<file path="config.mk">
export PLATFORM = sky130hd
export DESIGN_NAME = mem_stage_ctrl
export DESIGN_NICKNAME = d
export VERILOG_FILES = /design/src/rtl/cpu_types_pkg.sv /design/src/rtl/mem_stage_ctrl_link_reg.sv /design/src/rtl/mem_stage_ctrl.sv
export SDC_FILE = /design/constraint.sdc
export NUM_CORES = 1
export LEC_CHECK = 0
export CAP_MARGIN = 20
export CORE_MARGIN = 2
export CORE_UTILIZATION = 43
export DETAILED_ROUTE_END_ITERATION = 8
export GPL_TIMING_DRIVEN = 0
export PLACE_DENSITY = 0.85
export SLEW_MARGIN = 20
export SYNTH_ARGS = -nofsm -noshare
export SYNTH_HDL_FRONTEND = slang
export SYNTH_SLANG_ARGS = --single-unit
</file>
<file path="constraint.sdc">
create_clock -name CLK -period 2.9 [get_ports CLK]
set_clock_uncertainty 0.15 [all_clocks]
set_input_delay 0.725 -clock CLK [delete_from_list [all_inputs] [get_ports CLK]]
set_output_delay 0.725 -clock CLK [all_outputs]
set_load 0.02 [all_outputs]
</file>
<file path="src/rtl/cpu_types_pkg.sv">
// Shared CPU datapath types used by the memory stage controller and its link register.
package cpu_types_pkg;

    typedef logic [31:0] word_t;

    typedef enum logic [1:0] {IDLE, ACCESS, HALTED} mem_state_t;

    typedef enum logic [1:0] {LW, SW, LL, SC} mem_kind_t;

    // A simultaneous read and write request is treated as a read.
    function automatic mem_kind_t decode_kind(input logic ren, input logic ll, input logic sc);
        if (ren)
            return ll ? LL : LW;
        else
            return sc ? SC : SW;
    endfunction

endpackage

</file>
<file path="src/rtl/mem_stage_ctrl_link_reg.sv">
// Load-linked reservation: one address plus a valid bit, with an address match against the
// store-conditional that is currently presented.
module link_reg
    import cpu_types_pkg::*;
(
    input  logic  CLK,
    input  logic  nRST,
    input  logic  set,
    input  logic  clr,
    input  word_t set_addr,
    input  word_t chk_addr,
    output logic  link_valid,
    output word_t link_addr,
    output logic  hit
);

    always_ff @(posedge CLK or negedge nRST) begin
        if (!nRST) begin
            link_valid <= 1'b0;
            link_addr  <= '0;
        end else if (set) begin
            link_valid <= 1'b1;
            link_addr  <= set_addr;
        end else if (clr) begin
            link_valid <= 1'b0;
        end
    end

    assign hit = link_valid && (link_addr == chk_addr);

endmodule

</file>
<file path="src/rtl/mem_stage_ctrl.sv">
// Memory-stage request initiator: issues one dcache access at a time from EX/MEM control,
// stalls upstream until dhit, and handles LL/SC reservation, halt and access timeout.
module mem_stage_ctrl
    import cpu_types_pkg::*;
#(
    parameter int TIMEOUT_CYCLES = 256,
    parameter int CNT_W          = 9
) (
    input  logic  CLK,
    input  logic  nRST,
    input  logic  memRen_in,
    input  logic  memWen_in,
    input  logic  ll_in,
    input  logic  sc_in,
    input  word_t addr_in,
    input  word_t store_in,
    input  logic  halt_in,
    input  logic  flush,
    input  logic  dhit,
    input  word_t dload,
    output logic  dREN,
    output logic  dWEN,
    output word_t daddr,
    output word_t dstore,
    output word_t dmemload_out,
    output logic  mem_stall,
    output logic  halt_out,
    output logic  mem_err
);

    mem_state_t       state, state_n;
    mem_kind_t        kind, kind_in;
    word_t            addr_q, store_q, load_q;
    logic             ren_q, wen_q, halt_pend, err_q;
    logic [CNT_W-1:0] wait_cnt;

    logic  sc_ok, sc_fail, op, timeout;
    logic  link_set, link_clr, link_valid;
    word_t link_addr;

    link_reg u_link (
        .CLK        (CLK),
        .nRST       (nRST),
        .set        (link_set),
        .clr        (link_clr),
        .set_addr   (addr_q),
        .chk_addr   (addr_in),
        .link_valid (link_valid),
        .link_addr  (link_addr),
        .hit        (sc_ok)
    );

    assign kind_in = decode_kind(memRen_in, ll_in, sc_in);
    assign sc_fail = memWen_in && !memRen_in && sc_in && !sc_ok && !flush;
    assign op      = (memRen_in || memWen_in) && !flush && !sc_fail;
    assign timeout = (state == ACCESS) && !dhit && (wait_cnt == CNT_W'(TIMEOUT_CYCLES - 1));

    assign dREN     = ren_q;
    assign dWEN     = wen_q;
    assign daddr    = addr_q;
    assign dstore   = store_q;
    assign halt_out = (state == HALTED);
    assign mem_err  = err_q;

    always_comb begin
        state_n      = state;
        mem_stall    = 1'b0;
        dmemload_out = load_q;
        link_set     = 1'b0;
        link_clr     = 1'b0;
        case (state)
            IDLE: begin
                if (op) begin
                    mem_stall = 1'b1;
                    state_n   = ACCESS;
                end else if (halt_in && !flush) begin
                    state_n = HALTED;
                end
                if (sc_fail)
                    dmemload_out = '0;
            end
            ACCESS: begin
                mem_stall = !dhit;
                if (dhit) begin
                    dmemload_out = (kind == SC) ? 32'd1 : dload;
                    state_n      = (halt_pend || halt_in) ? HALTED : IDLE;
                    link_set     = (kind == LL);
                    // A completed SC always consumed the reservation; a plain store only kills a matching one.
                    link_clr     = (kind == SC) || (kind == SW && link_addr == addr_q);
                end
            end
            HALTED: ;
            default: state_n = IDLE;
        endcase
    end

    always_ff @(posedge CLK or negedge nRST) begin
        if (!nRST) begin
            state     <= IDLE;
            kind      <= LW;
            addr_q    <= '0;
            store_q   <= '0;
            load_q    <= '0;
            ren_q     <= 1'b0;
            wen_q     <= 1'b0;
            halt_pend <= 1'b0;
            err_q     <= 1'b0;
            wait_cnt  <= '0;
        end else begin
            state <= state_n;
            case (state)
                IDLE: begin
                    if (op) begin
                        kind      <= kind_in;
                        addr_q    <= addr_in;
                        store_q   <= store_in;
                        ren_q     <= (kind_in == LW) || (kind_in == LL);
                        wen_q     <= (kind_in == SW) || (kind_in == SC);
                        halt_pend <= halt_in;
                        wait_cnt  <= '0;
                    end else if (sc_fail) begin
                        load_q <= '0;
                    end
                end
                ACCESS: begin
                    if (dhit) begin
                        ren_q     <= 1'b0;
                        wen_q     <= 1'b0;
                        halt_pend <= 1'b0;
                        load_q    <= dmemload_out;
                    end else begin
                        // Saturate so a hung access never wraps back to a timeout compare.
                        if (wait_cnt != '1)
                            wait_cnt <= wait_cnt + CNT_W'(1);
                        if (timeout)
                            err_q <= 1'b1;
                        if (halt_in)
                            halt_pend <= 1'b1;
                    end
                end
                default: ;
            endcase
        end
    end

endmodule

</file>
After elaboration in Yosys (flattened, before gate mapping)
Cells that the tools add are included.
{ "word_totals": {"register_bits": 146, "input_bits": 105, "wordCells": 102} }
{ "op_classes": {"add_sub_neg": 1, "eq_ne": 19, "mux": 36, "bitwise": 2, "n_reduce_logical": 32} }
{ "ops": {"columns": ["operator", "n"], "rows": [
  ["$mux 32", 5],
  ["$pmux 32 s2", 2],
  ["$eq 32x32->1", 2],
  ["$mux 9", 3],
  ["$pmux 9 s2", 1],
  ["$reduce_and 3->1", 5],
  ["$mux 2", 7],
  ["$mux 1", 13],
  ["$logic_and 1x1->1", 11],
  ["$eq 2x2->1 const B", 5],
  ["$add 9x1->9 const B", 1],
  ["$eq 9x8->1 const B", 1],
  ["$ne 9x9->1 const B", 1],
  ["$ne 2x2->1 const B", 4],
  ["$pmux 1 s2", 4],
  ["$eq 2x1->1 const B", 3],
  ["$ne 3x3->1 const B", 2],
  ["$pmux 2 s3", 1],
  ["$logic_not 1->1", 5],
  ["$logic_or 1x1->1", 5],
  ["$logic_not 2->1", 2],
  ["$reduce_and 4->1", 1],
  ["$reduce_bool 2->1", 2],
  ["$ne 2x1->1 const B", 1],
  ["2 further kinds", 3]
]} }

Logic depth before layout (Yosys ltp)
{ "depth": {"depth_word": 9, "depth_mapped": 10, "depth_no_buf": 10} }

Modules after synthesis
A second synthesis with hierarchy kept.
{ "unflattened": {"hier_cells": 496, "hier_area_um2": 6650.1} }
{ "modules_own_cells": {"columns": ["mod", "n_inst", "cells_per_inst", "area_each_um2", "seq_area_each_um2"], "rows": [
  ["mem_stage_ctrl", 1, 381, 5071.1, 2827.7],
  ["link_reg", 1, 115, 1579.0, 825.8]
]} }

Worst setup path before layout
OpenSTA, ideal clock, no wires.
{ "synth_timing": {"kind": "in2out", "from": "in addr_in[15]", "to": "out mem_stall", "t_arrival_ps": 2957, "required_time_ps": 2025, "slack_ps": -932, "stages": 6, "n_path_buf": 0, "path_cell_list": "xnor2_1 -> nand4_1 -> or4_4 -> nor3_1 -> nor3_1 -> a2111oi_0"} }
{ "synth_between": {"elab_chain_len": 9} }
{ "synth_lines": {"columns": ["item", "line_no", "source"], "rows": [
  ["start: declaration", "mem_stage_ctrl.sv:15", "input word_t addr_in,"],
  ["$eq 32x32->1", "mem_stage_ctrl_link_reg.sv:29", "assign hit = link_valid && (link_addr == chk_addr);"],
  ["$logic_and 1x1->1", "mem_stage_ctrl_link_reg.sv:29", null],
  ["$logic_not 1->1", "mem_stage_ctrl.sv:54", "assign sc_fail = memWen_in && !memRen_in && sc_in && !sc_ok && !flush;"],
  ["$logic_and 1x1->1 (2 in a row)", "mem_stage_ctrl.sv:54", null],
  ["$logic_not 1->1", "mem_stage_ctrl.sv:55", "assign op = (memRen_in || memWen_in) && !flush && !sc_fail;"],
  ["$logic_and 1x1->1", "mem_stage_ctrl.sv:55", null],
  ["$mux 1", "mem_stage_ctrl.sv:73", "if (op) begin"],
  ["$pmux 1 s2", "mem_stage_ctrl.sv:71", "case (state)"],
  ["end: declaration", "mem_stage_ctrl.sv:26", "output logic mem_stall,"]
]} }
Every way passes these cells.

Worst setup path after layout
{ "layout_timing": {"from": "reg u_link.link_addr[30]", "to": "out dmemload_out[7]"} }
{ "layout_between": {"elab_chain_len": 7} }
{ "layout_lines": {"columns": ["item", "line_no", "source"], "rows": [
  ["start: declaration", "mem_stage_ctrl_link_reg.sv:13", "output word_t link_addr,"],
  ["start signal: assignment", "mem_stage_ctrl_link_reg.sv:23", "link_addr <= set_addr;"],
  ["$eq 32x32->1", "mem_stage_ctrl_link_reg.sv:29", null],
  ["$logic_and 1x1->1", "mem_stage_ctrl_link_reg.sv:29", null],
  ["$logic_not 1->1", "mem_stage_ctrl.sv:54", null],
  ["$logic_and 1x1->1 (2 in a row)", "mem_stage_ctrl.sv:54", null],
  ["$mux 32", "mem_stage_ctrl.sv:79", "if (sc_fail)"],
  ["$pmux 32 s2", "mem_stage_ctrl.sv:71", null],
  ["end: declaration", "mem_stage_ctrl.sv:25", "output word_t dmemload_out,"]
]} }
Every way passes these cells.

==> flow_summary.json <==
{
  "max-clock-path-buffers": 2,
  "rr_endpoint": "dstore[18]",
  "clkPwrFrac_pct": 18.3,
  "start_util_pct": 43.75,
  "r2r-start": "u_link.link_addr[30]",
  "grt_use_total_pct": 21.95,
  "place_area_um2": 9706,
  "routed.top_layer": "met4",
  "drive_gt1_share_pct": 30.56,
  "final_common_cell": "dfrtp_1",
  "antenna_found_initial": 2,
  "wl_met3_um": 1117,
  "dr.pass1.iters": 4,
  "max_freq_mhz": 289.2,
  "synthArstFlopShare_pct": 100.0,
  "final_util_pct": 68.15,
  "violations": "negative setup slack",
  "wl_met1_um": 8128,
  "die_y_um": 130.9,
  "critPathLaunch": "u_link.link_addr[30]",
  "post_drt_via_cell_ratio": 5.208,
  "grt_overflow": 0,
  "post-route-min-period_ns": 3.458,
  "grt_max_degree": 91,
  "num_vias": 5515,
  "numPortBuffers": 204,
  "seq_area_frac_synth_pct": 52.76,
  "ys_ff_latch": 146,
  "path_depth": 8,
  "synth_ff_type": "dfrtp_1",
  "antenna_left": 0,
  "ios": 206,
  "synth_simple_gate_area_share_pct": 8.909,
  "dp_cells": 1004,
  "crit_end": "dmemload_out[7]",
  "reg2reg_depth": 9,
  "slowest_delay_ns": 0.60,
  "synth_xor_area_share_pct": 8.854,
  "clockRootBuffer": "clkbuf_16",
  "synth_top_family_by_area": "multiplexers",
  "p_comb_share_pct": 52.4,
  "synth_cell_type_count": 40,
  "synth-edff-count": 0,
  "worstHoldPathType": "in -> async",
  "dieArea_um2": 17130,
  "slew_viol_final": 0,
  "fp-row-count": 46,
  "power.leakage_uw": 0.004664,
  "p_sw_share_pct": 38.37,
  "grt_pass1_vias": 5497,
  "avgSynthCellArea_um2": 11.88,
  "synth_area_leaders": "dfrtp_1 53%, mux2_2 14%, o21ai_0 5.3%, xnor2_1 5.3%, xor2_1 3.5%",
  "critical_path.cell_chain": "xnor2_1 -> nand4_1 -> or4_4 -> nor3_4 -> nor2_4 -> clkbuf_16 -> o21ai_4 -> buf_6",
  "rsz0062_at_grt": "yes",
  "status": "finished with violations",
  "setup_viol": 50,
  "numCtsBuffers": 17,
  "clk_pin_slew_ns": 0.06,
  "stdcell_area_um2": 10790,
  "crit_buf_inv": 2,
  "fin_cells": 1059,
  "clk_latency_ns": 0.42,
  "cp_slowest_cell": "or4_4",
  "synth_area_um2": 6924,
  "maxSlewHeadroom_pct": 46.87,
  "post_drt_wl_per_cell_um": 18.35,
  "crit_required_ns": 2.03,
  "maxCapViolCount": 0,
  "synth_fp_nets": 691,
  "critPathLaunchType": "flop",
  "final_cell_mix": "146 x dfrtp_1, 135 x clkdlybuf4s50_1, 89 x mux2_2",
  "synth_warnings": 0,
  "post-place-ws_ns": -1.477,
  "syn_inst": 583,
  "synth_compound_area_share_pct": 10.34,
  "p_per_area_nw_per_um2": 1214,
  "nets": 936,
  "yosysTopAreaCellShare_pct": 52.76,
  "gp_congestion": 0.8548,
  "yosysTopAreaCell": "dfrtp_1",
  "p_switching_uw": 5023,
  "path_delay_family": "simple AND/OR/NAND/NOR gates",
  "end_kind": "output pin",
  "ctsHtreeMaxLevel": 4,
  "drc_errors": 0,
  "synth_fa_ha_area_share_pct": 0.5421,
  "critPathKind": "reg -> out",
  "rrSetupSlack_ns": -0.04,
  "hold_viol": 0,
  "cts.sinks": 146,
  "crit_fanout": 8,
  "drt_iter0_drc": 286,
  "design.core.area_um2": 15830,
  "final.setup.worst_slack_ns": -0.5582,
  "arrival_ns": 2.58,
  "seqPwrFrac_pct": 29.3,
  "wl_met2_um": 9863,
  "period_share_pct": 119.2,
  "irDropWorstVdd_mv": 0.6831,
  "dp_hpwl_um": 13380,
  "wl_um": 19430,
  "grt_pass1_wl_um": 28890,
  "fp.dieW_um": 130.9,
  "setup_tns_ns": -17.41,
  "synthToLayoutAreaGrowth_pct": 55.78,
  "cts_tree": "done",
  "p_int_uw": 8067,
  "synthMuxAreaShare_pct": 15.76,
  "worst_slew_pin_slew_ns": 0.7896
}
==> routing by layer <==
layer | global-route usage, % | vias up
met2 | 38.45 | 177
met3 | 5.660 | 26
met4 | 5.820 | 0
met5 | 0 | -
met1 | 27.08 | 2739
li1 | - | 2573
==> power by group through the flow <==
stage               clock [uW]  sequential, uW  combinational [uW]
CTS                       2420            3810                6610
global route              2520            3980                7300
global placement             0            3750                6400
finish                    2400            3830                6860
detailed placement           0            3810                6510
floorplan                    0            4250                3450
==> cells in the mapped netlist, types with 2 or more instances <==
library cell / number
a2111oi_0: 2
nor3_1: 5
ha_1: 3
buf_6: 5
nor4_1: 8
and2_1: 2
nand2_1: 16
xor2_1: 28
a21oi_1: 6
dfrtp_1: 146
clkbuf_1: 22
a22oi_1: 31
nand3_1: 2
nand4_1: 14
xnor2_1: 42
nor2_1: 20
o21ai_0: 74
mux2_2: 89
mux2_1: 7
inv_1: 6
clkbuf_8: 2
nor2b_1: 3
nand2b_1: 32
a31o_2: 2
==> cell type report <==
type,count,area (um^2)
clock buffer,24,501.7
multi-input combinational,401,3542
inverter,6,22.52
clock inverter,8,147.6
buffer,29,274.0
timing repair buffer,227,2370
sequential,146,3654
tap,216,270.3
antenna,2,5.005
fill,1098,5041
==> kinds of logic (layout without fill, tap and decap cells) <==
family                   after synthesis  in the layout
AO/OA/AOI/OAI                        121            121
XOR/XNOR                              70             70
adder cells (fa/ha/maj)                3              3
buffers and inverters                 36            294
flip-flops                           146            146
multiplexers                          97             97
other                                  0              2
AND/OR/NAND/NOR                      110            110
==> worst register-to-register path: stages, from the launching register on <==
cell and delay, ns:
dfrtp_1 0.39, xnor2_1 0.18, nand4_1 0.17, or4_4 0.61, buf_4 0.16, nor4b_4 0.30, or2_1 0.19, buf_8 0.17
clkbuf_16 0.16, mux2_2 0.33
==> through the flow <==
stage / power, uW / hold WS [ns]
global route: 13810 / 0.2263
detailed placement: 10320 / 0.3204
global placement: 10150 / 0.3025
finish: 13090 / 0.1811
CTS: 12840 / 0.1981
floorplan: 7702 / 0.2794
==> worst min path at each step <==
stage / startpoint / endpoint / slack (ns) / cells after the start
floorplan: nRST / dREN / 0.28 / 0
global placement: mem_err / mem_err / 0.30 / 1
detailed placement: mem_err / mem_err / 0.32 / 1
CTS: nRST / load_q[12] / 0.20 / 1
global route: nRST / load_q[12] / 0.23 / 1
finish: nRST / wait_cnt[4] / 0.18 / 1
==> registers in the layout, summed over array words and instances, names as in the netlist, 2 cells and up <==
signal            cells
load_q               32
state                 2
kind                  2
dstore               32
u_link.link_addr     32
wait_cnt              9
daddr                32
==> timing repair <==
action | 4_1_cts | 5_1_grt
buffers inserted | 13 | 11
setup endpoints to repair | 126 | 135
pin swaps | 15 | 42
gates resized for setup | 219 | 70
hold buffers | 0 | 0
cloned | 3 | 3
hold endpoints to repair | 0 | 0
(Power assumes the default switching activity.)
